## src/rtl/uart_mmio_bridge_if.sv

```systemverilog
// CPU external-device request/response bus as seen by the UART MMIO bridge.
// The CPU drives the request side; the bridge drives the response side.
interface uart_mmio_bridge_if #(
    parameter int ADDR_WIDTH = 16,
    parameter int DATA_WIDTH = 32
);
    logic                  req_valid;
    logic                  req_we;
    logic [ADDR_WIDTH-1:0] req_addr;
    logic [1:0]            req_size;
    logic [DATA_WIDTH-1:0] req_wdata;
    logic [DATA_WIDTH-1:0] rsp_rdata;
    logic                  rsp_done;
    logic                  rsp_err;

    modport master (
        output req_valid, req_we, req_addr, req_size, req_wdata,
        input  rsp_rdata, rsp_done, rsp_err
    );

    modport slave (
        input  req_valid, req_we, req_addr, req_size, req_wdata,
        output rsp_rdata, rsp_done, rsp_err
    );
endinterface

```

## src/rtl/uart_mmio_bridge.sv

```systemverilog
// Memory-mapped responder between the CPU external-device port and the UART.
// Stores to TXDATA are sent LSB byte first to the transmitter; received bytes
// are buffered in an RX FIFO and returned by loads from RXDATA.
//
//   state     | meaning
//   ----------+-----------------------------------------------------------
//   S_IDLE    | waiting for req_valid; decodes and latches the request
//   S_TX_SEND | issue tx_start for the next byte once tx_ready is high
//   S_TX_WAIT | one dead cycle so the transmitter can drop tx_ready
//   S_RX_POP  | pop one FIFO byte per cycle into rdata; stalls while empty
//   S_DONE    | one-cycle rsp_done pulse, then back to S_IDLE
//
// Register map (only addr[3:0] decoded): 0x0 TXDATA (W), 0x4 RXDATA (R),
// 0x8 STATUS (R) = {count, ovf, tx_ready} in bits [9:0].
module uart_mmio_bridge #(
    parameter int ADDR_WIDTH = 16,
    parameter int DATA_WIDTH = 32,
    parameter int FIFO_AW    = 4
) (
    input  logic              i_clk,
    input  logic              i_rst_n,
    uart_mmio_bridge_if.slave bus,
    output logic [7:0]        o_tx_data,
    output logic              o_tx_start,
    input  logic              i_tx_ready,
    input  logic [7:0]        i_rx_data,
    input  logic              i_rx_valid
);

    localparam int              DEPTH  = 1 << FIFO_AW;
    localparam logic [FIFO_AW:0] L_FULL = DEPTH[FIFO_AW:0];

    typedef enum logic [2:0] {
        S_IDLE,
        S_TX_SEND,
        S_TX_WAIT,
        S_RX_POP,
        S_DONE
    } state_t;

    state_t r_state;
    state_t w_next;

    // Request latches / datapath
    logic [DATA_WIDTH-1:0] r_shreg;
    logic [2:0]            r_cnt;
    logic [1:0]            r_idx;
    logic [DATA_WIDTH-1:0] r_rdata;
    logic                  r_err;

    // RX FIFO
    logic [7:0]         r_mem [DEPTH];
    logic [FIFO_AW-1:0] r_wr_ptr;
    logic [FIFO_AW-1:0] r_rd_ptr;
    logic [FIFO_AW:0]   r_count;
    logic               r_ovf;

    // Decode / control
    logic [3:0]            w_off;
    logic                  w_is_tx;
    logic                  w_is_rx;
    logic                  w_is_st;
    logic                  w_misalign;
    logic                  w_err;
    logic [2:0]            w_nbytes;
    logic [DATA_WIDTH-1:0] w_size_mask;
    logic [DATA_WIDTH-1:0] w_status;
    logic                  w_accept;
    logic                  w_status_rd;
    logic                  w_pop;
    logic                  w_push;
    logic                  w_drop;
    logic                  w_fifo_empty;
    logic                  w_fifo_full;
    logic [7:0]            w_rd_byte;
    logic                  w_unused_addr;

    // Upper address bits are not decoded; the register block aliases through them.
    assign w_unused_addr = ^bus.req_addr[ADDR_WIDTH-1:4];

    assign w_fifo_empty = (r_count == '0);
    assign w_fifo_full  = (r_count == L_FULL);
    assign w_rd_byte    = r_mem[r_rd_ptr];

    assign w_status = {{(DATA_WIDTH-10){1'b0}}, 8'(r_count), r_ovf, i_tx_ready};

    // Address/size decode of the pending request
    always_comb begin
        w_off       = bus.req_addr[3:0];
        w_is_tx     = (w_off == 4'h0);
        w_is_rx     = (w_off == 4'h4);
        w_is_st     = (w_off == 4'h8);
        w_nbytes    = 3'd1;
        w_size_mask = {{(DATA_WIDTH-8){1'b0}}, 8'hFF};
        w_misalign  = 1'b0;
        case (bus.req_size)
            2'd1: begin
                w_nbytes    = 3'd2;
                w_size_mask = {{(DATA_WIDTH-16){1'b0}}, 16'hFFFF};
                w_misalign  = w_off[0];
            end
            2'd2: begin
                w_nbytes    = 3'd4;
                w_size_mask = '1;
                w_misalign  = (w_off[1:0] != 2'b00);
            end
            default: ;
        endcase
        w_err = (bus.req_size == 2'd3) || w_misalign
             || !(w_is_tx || w_is_rx || w_is_st)
             || (bus.req_we && !w_is_tx)
             || (!bus.req_we && w_is_tx);
    end

    // FSM state register
    always_ff @(posedge i_clk or negedge i_rst_n) begin
        if (!i_rst_n) begin
            r_state <= S_IDLE;
        end else begin
            r_state <= w_next;
        end
    end

    // FSM next state and strobes
    always_comb begin
        w_next       = r_state;
        w_accept     = 1'b0;
        w_pop        = 1'b0;
        o_tx_start   = 1'b0;
        o_tx_data    = 8'h00;
        bus.rsp_done = 1'b0;
        case (r_state)
            S_IDLE: begin
                if (bus.req_valid) begin
                    w_accept = 1'b1;
                    if (w_err) begin
                        w_next = S_DONE;
                    end else if (bus.req_we) begin
                        w_next = S_TX_SEND;
                    end else if (w_is_rx) begin
                        w_next = S_RX_POP;
                    end else begin
                        w_next = S_DONE;
                    end
                end
            end
            S_TX_SEND: begin
                if (i_tx_ready) begin
                    o_tx_start = 1'b1;
                    o_tx_data  = r_shreg[7:0];
                    w_next     = (r_cnt == 3'd1) ? S_DONE : S_TX_WAIT;
                end
            end
            S_TX_WAIT: begin
                w_next = S_TX_SEND;
            end
            S_RX_POP: begin
                if (!w_fifo_empty) begin
                    w_pop = 1'b1;
                    if (r_cnt == 3'd1) begin
                        w_next = S_DONE;
                    end
                end
            end
            S_DONE: begin
                bus.rsp_done = 1'b1;
                w_next       = S_IDLE;
            end
            default: begin
                w_next = S_IDLE;
            end
        endcase
    end

    assign w_status_rd = w_accept && !w_err && !bus.req_we && w_is_st;
    assign w_push      = i_rx_valid && (!w_fifo_full || w_pop);
    assign w_drop      = i_rx_valid && w_fifo_full && !w_pop;

    assign bus.rsp_rdata = r_rdata;
    assign bus.rsp_err   = r_err;

    // Request latch, TX shift register and RX byte assembly
    always_ff @(posedge i_clk or negedge i_rst_n) begin
        if (!i_rst_n) begin
            r_shreg <= '0;
            r_cnt   <= '0;
            r_idx   <= '0;
            r_rdata <= '0;
            r_err   <= 1'b0;
        end else if (w_accept) begin
            r_err   <= w_err;
            r_cnt   <= w_nbytes;
            r_idx   <= '0;
            r_rdata <= w_status_rd ? (w_status & w_size_mask) : '0;
            if (!w_err && bus.req_we) begin
                r_shreg <= bus.req_wdata;
            end
        end else if (o_tx_start) begin
            r_shreg <= {8'h00, r_shreg[DATA_WIDTH-1:8]};
            r_cnt   <= r_cnt - 3'd1;
        end else if (w_pop) begin
            r_rdata[{r_idx, 3'b000} +: 8] <= w_rd_byte;
            r_idx <= r_idx + 2'd1;
            r_cnt <= r_cnt - 3'd1;
        end
    end

    // FIFO storage; contents need no reset since count gates every read
    always_ff @(posedge i_clk) begin
        if (w_push) begin
            r_mem[r_wr_ptr] <= i_rx_data;
        end
    end

    // FIFO pointers, occupancy and sticky overflow flag
    always_ff @(posedge i_clk or negedge i_rst_n) begin
        if (!i_rst_n) begin
            r_wr_ptr <= '0;
            r_rd_ptr <= '0;
            r_count  <= '0;
            r_ovf    <= 1'b0;
        end else begin
            if (w_push) begin
                r_wr_ptr <= r_wr_ptr + 1'b1;
            end
            if (w_pop) begin
                r_rd_ptr <= r_rd_ptr + 1'b1;
            end
            if (w_push && !w_pop) begin
                r_count <= r_count + 1'b1;
            end else if (w_pop && !w_push) begin
                r_count <= r_count - 1'b1;
            end
            // A drop in the same cycle as a STATUS read wins so it is not lost.
            if (w_drop) begin
                r_ovf <= 1'b1;
            end else if (w_status_rd) begin
                r_ovf <= 1'b0;
            end
        end
    end

endmodule

```

## src/flat_wrapper.sv

```systemverilog
// flat-port wrapper written by rule: the top's interface ports become plain ports
module uart_mmio_bridge_flat 
#(
    parameter int ADDR_WIDTH = 16,
    parameter int DATA_WIDTH = 32,
    parameter int FIFO_AW    = 4
)
  (i_clk, i_rst_n, o_tx_data, o_tx_start, i_tx_ready, i_rx_data, i_rx_valid, bus_req_valid, bus_req_we, bus_req_addr, bus_req_size, bus_req_wdata, bus_rsp_rdata, bus_rsp_done, bus_rsp_err);
  uart_mmio_bridge_if #(.ADDR_WIDTH(ADDR_WIDTH), .DATA_WIDTH(DATA_WIDTH)) bus_i ();
  input  logic i_clk;
  input  logic i_rst_n;
  output logic [7:0] o_tx_data;
  output logic o_tx_start;
  input  logic i_tx_ready;
  input  logic [7:0] i_rx_data;
  input  logic i_rx_valid;
  input wire logic [$bits(bus_i.req_valid)-1:0] bus_req_valid;
  input wire logic [$bits(bus_i.req_we)-1:0] bus_req_we;
  input wire logic [$bits(bus_i.req_addr)-1:0] bus_req_addr;
  input wire logic [$bits(bus_i.req_size)-1:0] bus_req_size;
  input wire logic [$bits(bus_i.req_wdata)-1:0] bus_req_wdata;
  output wire logic [$bits(bus_i.rsp_rdata)-1:0] bus_rsp_rdata;
  output wire logic [$bits(bus_i.rsp_done)-1:0] bus_rsp_done;
  output wire logic [$bits(bus_i.rsp_err)-1:0] bus_rsp_err;
  assign bus_i.req_valid = bus_req_valid;
  assign bus_i.req_we = bus_req_we;
  assign bus_i.req_addr = bus_req_addr;
  assign bus_i.req_size = bus_req_size;
  assign bus_i.req_wdata = bus_req_wdata;
  assign bus_rsp_rdata = bus_i.rsp_rdata;
  assign bus_rsp_done = bus_i.rsp_done;
  assign bus_rsp_err = bus_i.rsp_err;
  uart_mmio_bridge #(.ADDR_WIDTH(ADDR_WIDTH), .DATA_WIDTH(DATA_WIDTH), .FIFO_AW(FIFO_AW)) u_core (.i_clk(i_clk), .i_rst_n(i_rst_n), .bus(bus_i), .o_tx_data(o_tx_data), .o_tx_start(o_tx_start), .i_tx_ready(i_tx_ready), .i_rx_data(i_rx_data), .i_rx_valid(i_rx_valid));
endmodule
```

## config.mk

```make
export PLATFORM = sky130hd
export DESIGN_NAME = uart_mmio_bridge_flat
export DESIGN_NICKNAME = d
export VERILOG_FILES = /design/src/rtl/uart_mmio_bridge_if.sv /design/src/rtl/uart_mmio_bridge.sv /design/src/flat_wrapper.sv
export SDC_FILE = /design/constraint.sdc
export NUM_CORES = 1
export LEC_CHECK = 0
export ABC_AREA = 0
export ABC_CLOCK_PERIOD_IN_PS = 9200
export BUFFER_PORTS_ARGS = -buffer_cell sky130_fd_sc_hd__buf_2
export CAP_MARGIN = 10
export CORE_MARGIN = 3
export CORE_UTILIZATION = 30
export CTS_CLUSTER_DIAMETER = 50
export DETAILED_ROUTE_END_ITERATION = 16
export HOLD_SLACK_MARGIN = 0.15
export SYNTH_ARGS = -nofsm -noshare
export SYNTH_HDL_FRONTEND = slang
export SYNTH_SLANG_ARGS = --single-unit
```

## constraint.sdc

```tcl
create_clock -name i_clk -period 9.2 [get_ports i_clk]
set_input_delay 1.38 -clock i_clk [delete_from_list [all_inputs] [get_ports i_clk]]
set_output_delay 1.38 -clock i_clk [all_outputs]
set_load 0.1 [all_outputs]
```

==> results.txt <==
The flow ran to the end, and the final reports show no timing, DRC or antenna violations. The via count of the first global-routing pass is approximately 5800. The tool flagged a number of max-cap violations equal to 0.

The die area came out at about 0.034 sq mm. The buffer depth of the longest clock path came out at 3. During synthesis, Yosys emitted a total of 0 warnings. The global-route wire length before repair is 33.80 mm. The number of synthesized register bits is between 200 and 250. The setup slack of the critical path after layout is 4777 ps. The detailed-routing iteration count for the pre-antenna-repair pass is 4.

The post-CTS resize count came out at 0. The number of sinks driven by the clock tree is 215. The worst slew margin relative to its limit is 0.2511. The mean number of vias per cell came out at roughly 4.8. After detailed routing, the total wire length is approximately 22 mm.

The number of different library cells in the post-synthesis netlist is 61. The largest individual stage delay along the critical path comes from the cell sky130_fd_sc_hd__inv_1. Counting stages on the worst path, the most repeated cell is sky130_fd_sc_hd__buf_2. The number of max-slew violations in the final report is 0. Each instance of the synthesized netlist takes up on average about 14 sq um. The async set-or-reset flop fraction in the synthesized netlist is 0.4047.

The flip-flop cell with the highest count after synthesis is sky130_fd_sc_hd__edfxtp_1. In the final routed layout, each cell accounts on average for about 19 microns. The floorplan step set the die width to around 180 microns. The maximum fanout along the worst path is 13. The residual antenna-violating net count after detailed routing came out at 0. The number of clock buffers inserted by TritonCTS came out at 27. The total negative slack for setup checks came out at 0 ps. The path category of the worst min-delay check is flop to flop. The kind of start point of the critical path is an input pin. The antenna diode count is 0. Setup repair after global routing left no endpoint under its margin. The filler cell count in the final layout came out at a little under 3000. The row count is 64. The worst setup slack after placement came out at between 4000 and 5000 ps.

When the netlist entered floorplanning its net count stood at roughly 750. The area of the core came out at between 0.03 and 0.04 sq mm. The via count of the routed design is about 5700. The data arrival time of the worst path came out at about 3000 ps.

The number of setup violations in the final report is 0. The synthesis-to-layout area growth came out at 17.97%. The initial antenna violation count is 0. On the worst path, the slowest cell contributes a delay of approximately 500 ps. The slew of the pin with the lowest slew margin is 1123 ps. Entering global routing, the biggest net connects 81 pins. Clock-pin slew was measured on the worst setup and hold paths at ~60 ps. The post-route DRC violation count came out at 0. In this run the number of H-tree levels came out at 1.

TritonCTS built the clock tree. Dividing total power by cell area gives a power density of ~270 mW/mm^2. In this run, synthesis inferred about 130 flip-flops with an integrated enable. The required arrival time at the worst endpoint came out at between 7000 and 8000 ps. In the final design database the tool counted approximately 840 nets. At the end of routability-driven placement, the weighted congestion stood at around 0.76. The static leakage power is ~4.6 nW. The post-detailed-placement half-perimeter wirelength came out at 14.29 mm. The number of DRC markers after the initial detailed-route iteration came out at ~330.

Based on the critical path, the design can be clocked at up to 226.1 MHz. The post-CTS setup buffer count came out at 0. The later-pin clock latency in the skew report is 540 ps. The overall overflow remaining after global route came out at 0.

VDD sags by at most about 0.00014 V. The total routing resource utilization after global routing came out at 0.1276. For this run, the register share of the synthesized area comes to 0.6289. The initial core utilization is 0.3089. The critical path goes through buf_2, nand3_1, inv_1, and2_1, buf_2. In this run the count of I/O pins placed on the die edge is 107. The kind of end point of the critical path is an output port. The cell count after synthesis is 664.

The clock skew after layout is around 21 ps. In this run the clock root is driven by a sky130_fd_sc_hd__clkbuf_16. The post-synthesis cell area is 0.009574 sq mm. The count of hold-fix buffers inserted at cts is 0. The ratio of cells with drive above 1 in the final layout is 0.2702. The setup slack on the worst flop-to-flop path is ~5500 ps. The time the worst path needs with I/O delays and setup is around 4400 ps.

The vertical die dimension is 184.6 microns. The count of buffers added on input and output ports is 94. The number of hold violations in the final report is 0. The worst setup path is of the input pin to output port kind. The share of the clock period used by the worst path after layout is 0.4807.
## cells in the mapped netlist, drive strengths merged (2+ instances only)
| library cell | instances | area [sq um] |
|---|---|---|
| nand4 | 3 | 18.77 |
| a211o | 24 | 210.2 |
| a21oi | 10 | 68.82 |
| and2 | 8 | 50.05 |
| xnor2 | 10 | 87.58 |
| nor3 | 7 | 40.04 |
| o211ai | 5 | 106.4 |
| nand2b | 5 | 31.28 |
| clkbuf | 10 | 37.54 |
| edfxtp | 128 | 3844 |
| nand2 | 64 | 240.2 |
| mux2i | 42 | 465.5 |
| nor4b | 2 | 17.52 |
| o2111ai | 3 | 67.56 |
| dfrtp | 87 | 2177 |
| mux4 | 32 | 720.7 |
| o22ai | 14 | 87.58 |
| a21o | 9 | 67.56 |
| a31oi | 5 | 37.53 |
| and4bb | 3 | 37.54 |
| nor2b | 2 | 12.51 |
| o21ai | 40 | 200.2 |
| buf | 26 | 172.7 |
| inv | 14 | 55.06 |
| o21a | 2 | 15.01 |
| ha | 19 | 237.7 |
| nor4 | 3 | 18.77 |
| xor2 | 2 | 17.52 |
| nor2 | 64 | 240.2 |
## logic make-up after synthesis
group                      synth area share
xor gates and xnor gates            0.01098
muxes                                0.1251
buffers and inverters               0.02771
and+or+nand+nor                     0.08246
AOI/OAI and AO/OA                   0.09801
adders and majority gates           0.02692
DFF                                  0.6289
## routing by layer
| metal | global-route usage | up-vias | part of all wire |
|---|---|---|---|
| met2 | 0.2079 | 129 | 0.47 |
| met3 | 0.02033 | 31 | 0.051 |
| met4 | 0.02941 | 0 | 0.016 |
| met1 | 0.1808 | 2815 | 0.46 |
| met5 | 0 | - | 0 |
| li1 | - | 2691 | - |
## registers in the layout, indices dropped and copies added, names as in the netlist
name	count
u_core.r_mem	128
u_core.bus.rsp_rdata	32
u_core.r_shreg	32
u_core.r_count	5
u_core.r_rd_ptr	4
u_core.r_wr_ptr	4
u_core.r_cnt	3
u_core.r_state	3
u_core.r_idx	2
u_core.bus.rsp_err	1
u_core.r_ovf	1
## final timing paths
kind	from	depth (start not counted)	to
setup / recovery	i_tx_ready	5	o_tx_data[1]
hold / removal	u_core.r_shreg[1]	2	u_core.r_shreg[1]
setup reg to reg	u_core.r_state[0]	10	u_core.r_count[4]
hold reg to reg	u_core.r_shreg[1]	2	u_core.r_shreg[1]
max in group asynchronous	i_rst_n	2	u_core.r_rd_ptr[0]
min in group asynchronous	i_rst_n	1	u_core.bus.rsp_rdata[16]
## power by group
part | internal (W) | total (W) | leakage (nW) | switching (W)
clock network | 0.000594 | 0.00101 | 0.420 | 0.000420
logic | 0.000256 | 0.000711 | 1.87 | 0.000455
registers | 0.00118 | 0.00129 | 2.31 | 0.000114
total | 0.00203 | 0.00302 | 4.60 | 0.000990
## cell usage in the layout, fill, tap and decap left out, types with 3 or more instances in the layout
cell type | synthesis | routed
sky130_fd_sc_hd__nor3_1 | 6 | 6
sky130_fd_sc_hd__o21ai_0 | 15 | 15
sky130_fd_sc_hd__dfrtp_1 | 87 | 86
sky130_fd_sc_hd__a21oi_1 | 7 | 7
sky130_fd_sc_hd__buf_2 | 15 | 93
sky130_fd_sc_hd__o21ai_1 | 25 | 25
sky130_fd_sc_hd__clkbuf_16 | 0 | 27
sky130_fd_sc_hd__a31oi_1 | 4 | 3
sky130_fd_sc_hd__edfxtp_1 | 128 | 128
sky130_fd_sc_hd__clkbuf_1 | 10 | 7
sky130_fd_sc_hd__a211o_1 | 24 | 24
sky130_fd_sc_hd__and4bb_2 | 3 | 3
sky130_fd_sc_hd__o22ai_1 | 14 | 14
sky130_fd_sc_hd__mux2i_1 | 30 | 30
sky130_fd_sc_hd__mux4_2 | 32 | 32
sky130_fd_sc_hd__buf_4 | 3 | 10
sky130_fd_sc_hd__a21o_1 | 9 | 9
sky130_fd_sc_hd__and2_1 | 8 | 8
sky130_fd_sc_hd__xnor2_1 | 10 | 10
sky130_fd_sc_hd__inv_1 | 13 | 13
sky130_fd_sc_hd__nor4_1 | 3 | 3
sky130_fd_sc_hd__nand4_1 | 3 | 3
sky130_fd_sc_hd__nor2_1 | 64 | 64
sky130_fd_sc_hd__mux2i_2 | 12 | 12
sky130_fd_sc_hd__nand2b_1 | 5 | 5
sky130_fd_sc_hd__o211ai_4 | 5 | 5
sky130_fd_sc_hd__ha_1 | 19 | 19
sky130_fd_sc_hd__nand2_1 | 64 | 64
## worst max-delay path, delay by kind of cell
kind / cells / cell delay, ps
buf+inv: 3 / 1050
simple gates: 2 / 600
## area by class of cell
cell class	count	area, sq um	share of cell area
clock buffer	36	723.2	0.06403
sequential	215	6022	0.5332
inverter	14	55.05	0.004874
tap	396	495.5	0.04387
timing repair buffer	103	540.5	0.04786
multi-input combinational	399	3309	0.2930
clock inverter	14	148.9	0.01318
## through the flow
stage / utilization / power, W / instances / hold slack, ps / area, sq um
after floorplan: - / 0.001840 / 664 / 441.8 / 9574
after global placement: 0.3363 / 0.002009 / 1127 / 453.9 / 10420
after detailed placement: 0.3363 / 0.002031 / 1127 / 462.2 / 10420
after CTS: 0.3645 / 0.003055 / 1177 / 475.5 / 11290
after global routing: 0.3645 / 0.003176 / 1177 / 496.1 / 11290
final: 0.3645 / 0.003017 / 1177 / 473.4 / 11290
(Power assumes the default switching activity.)
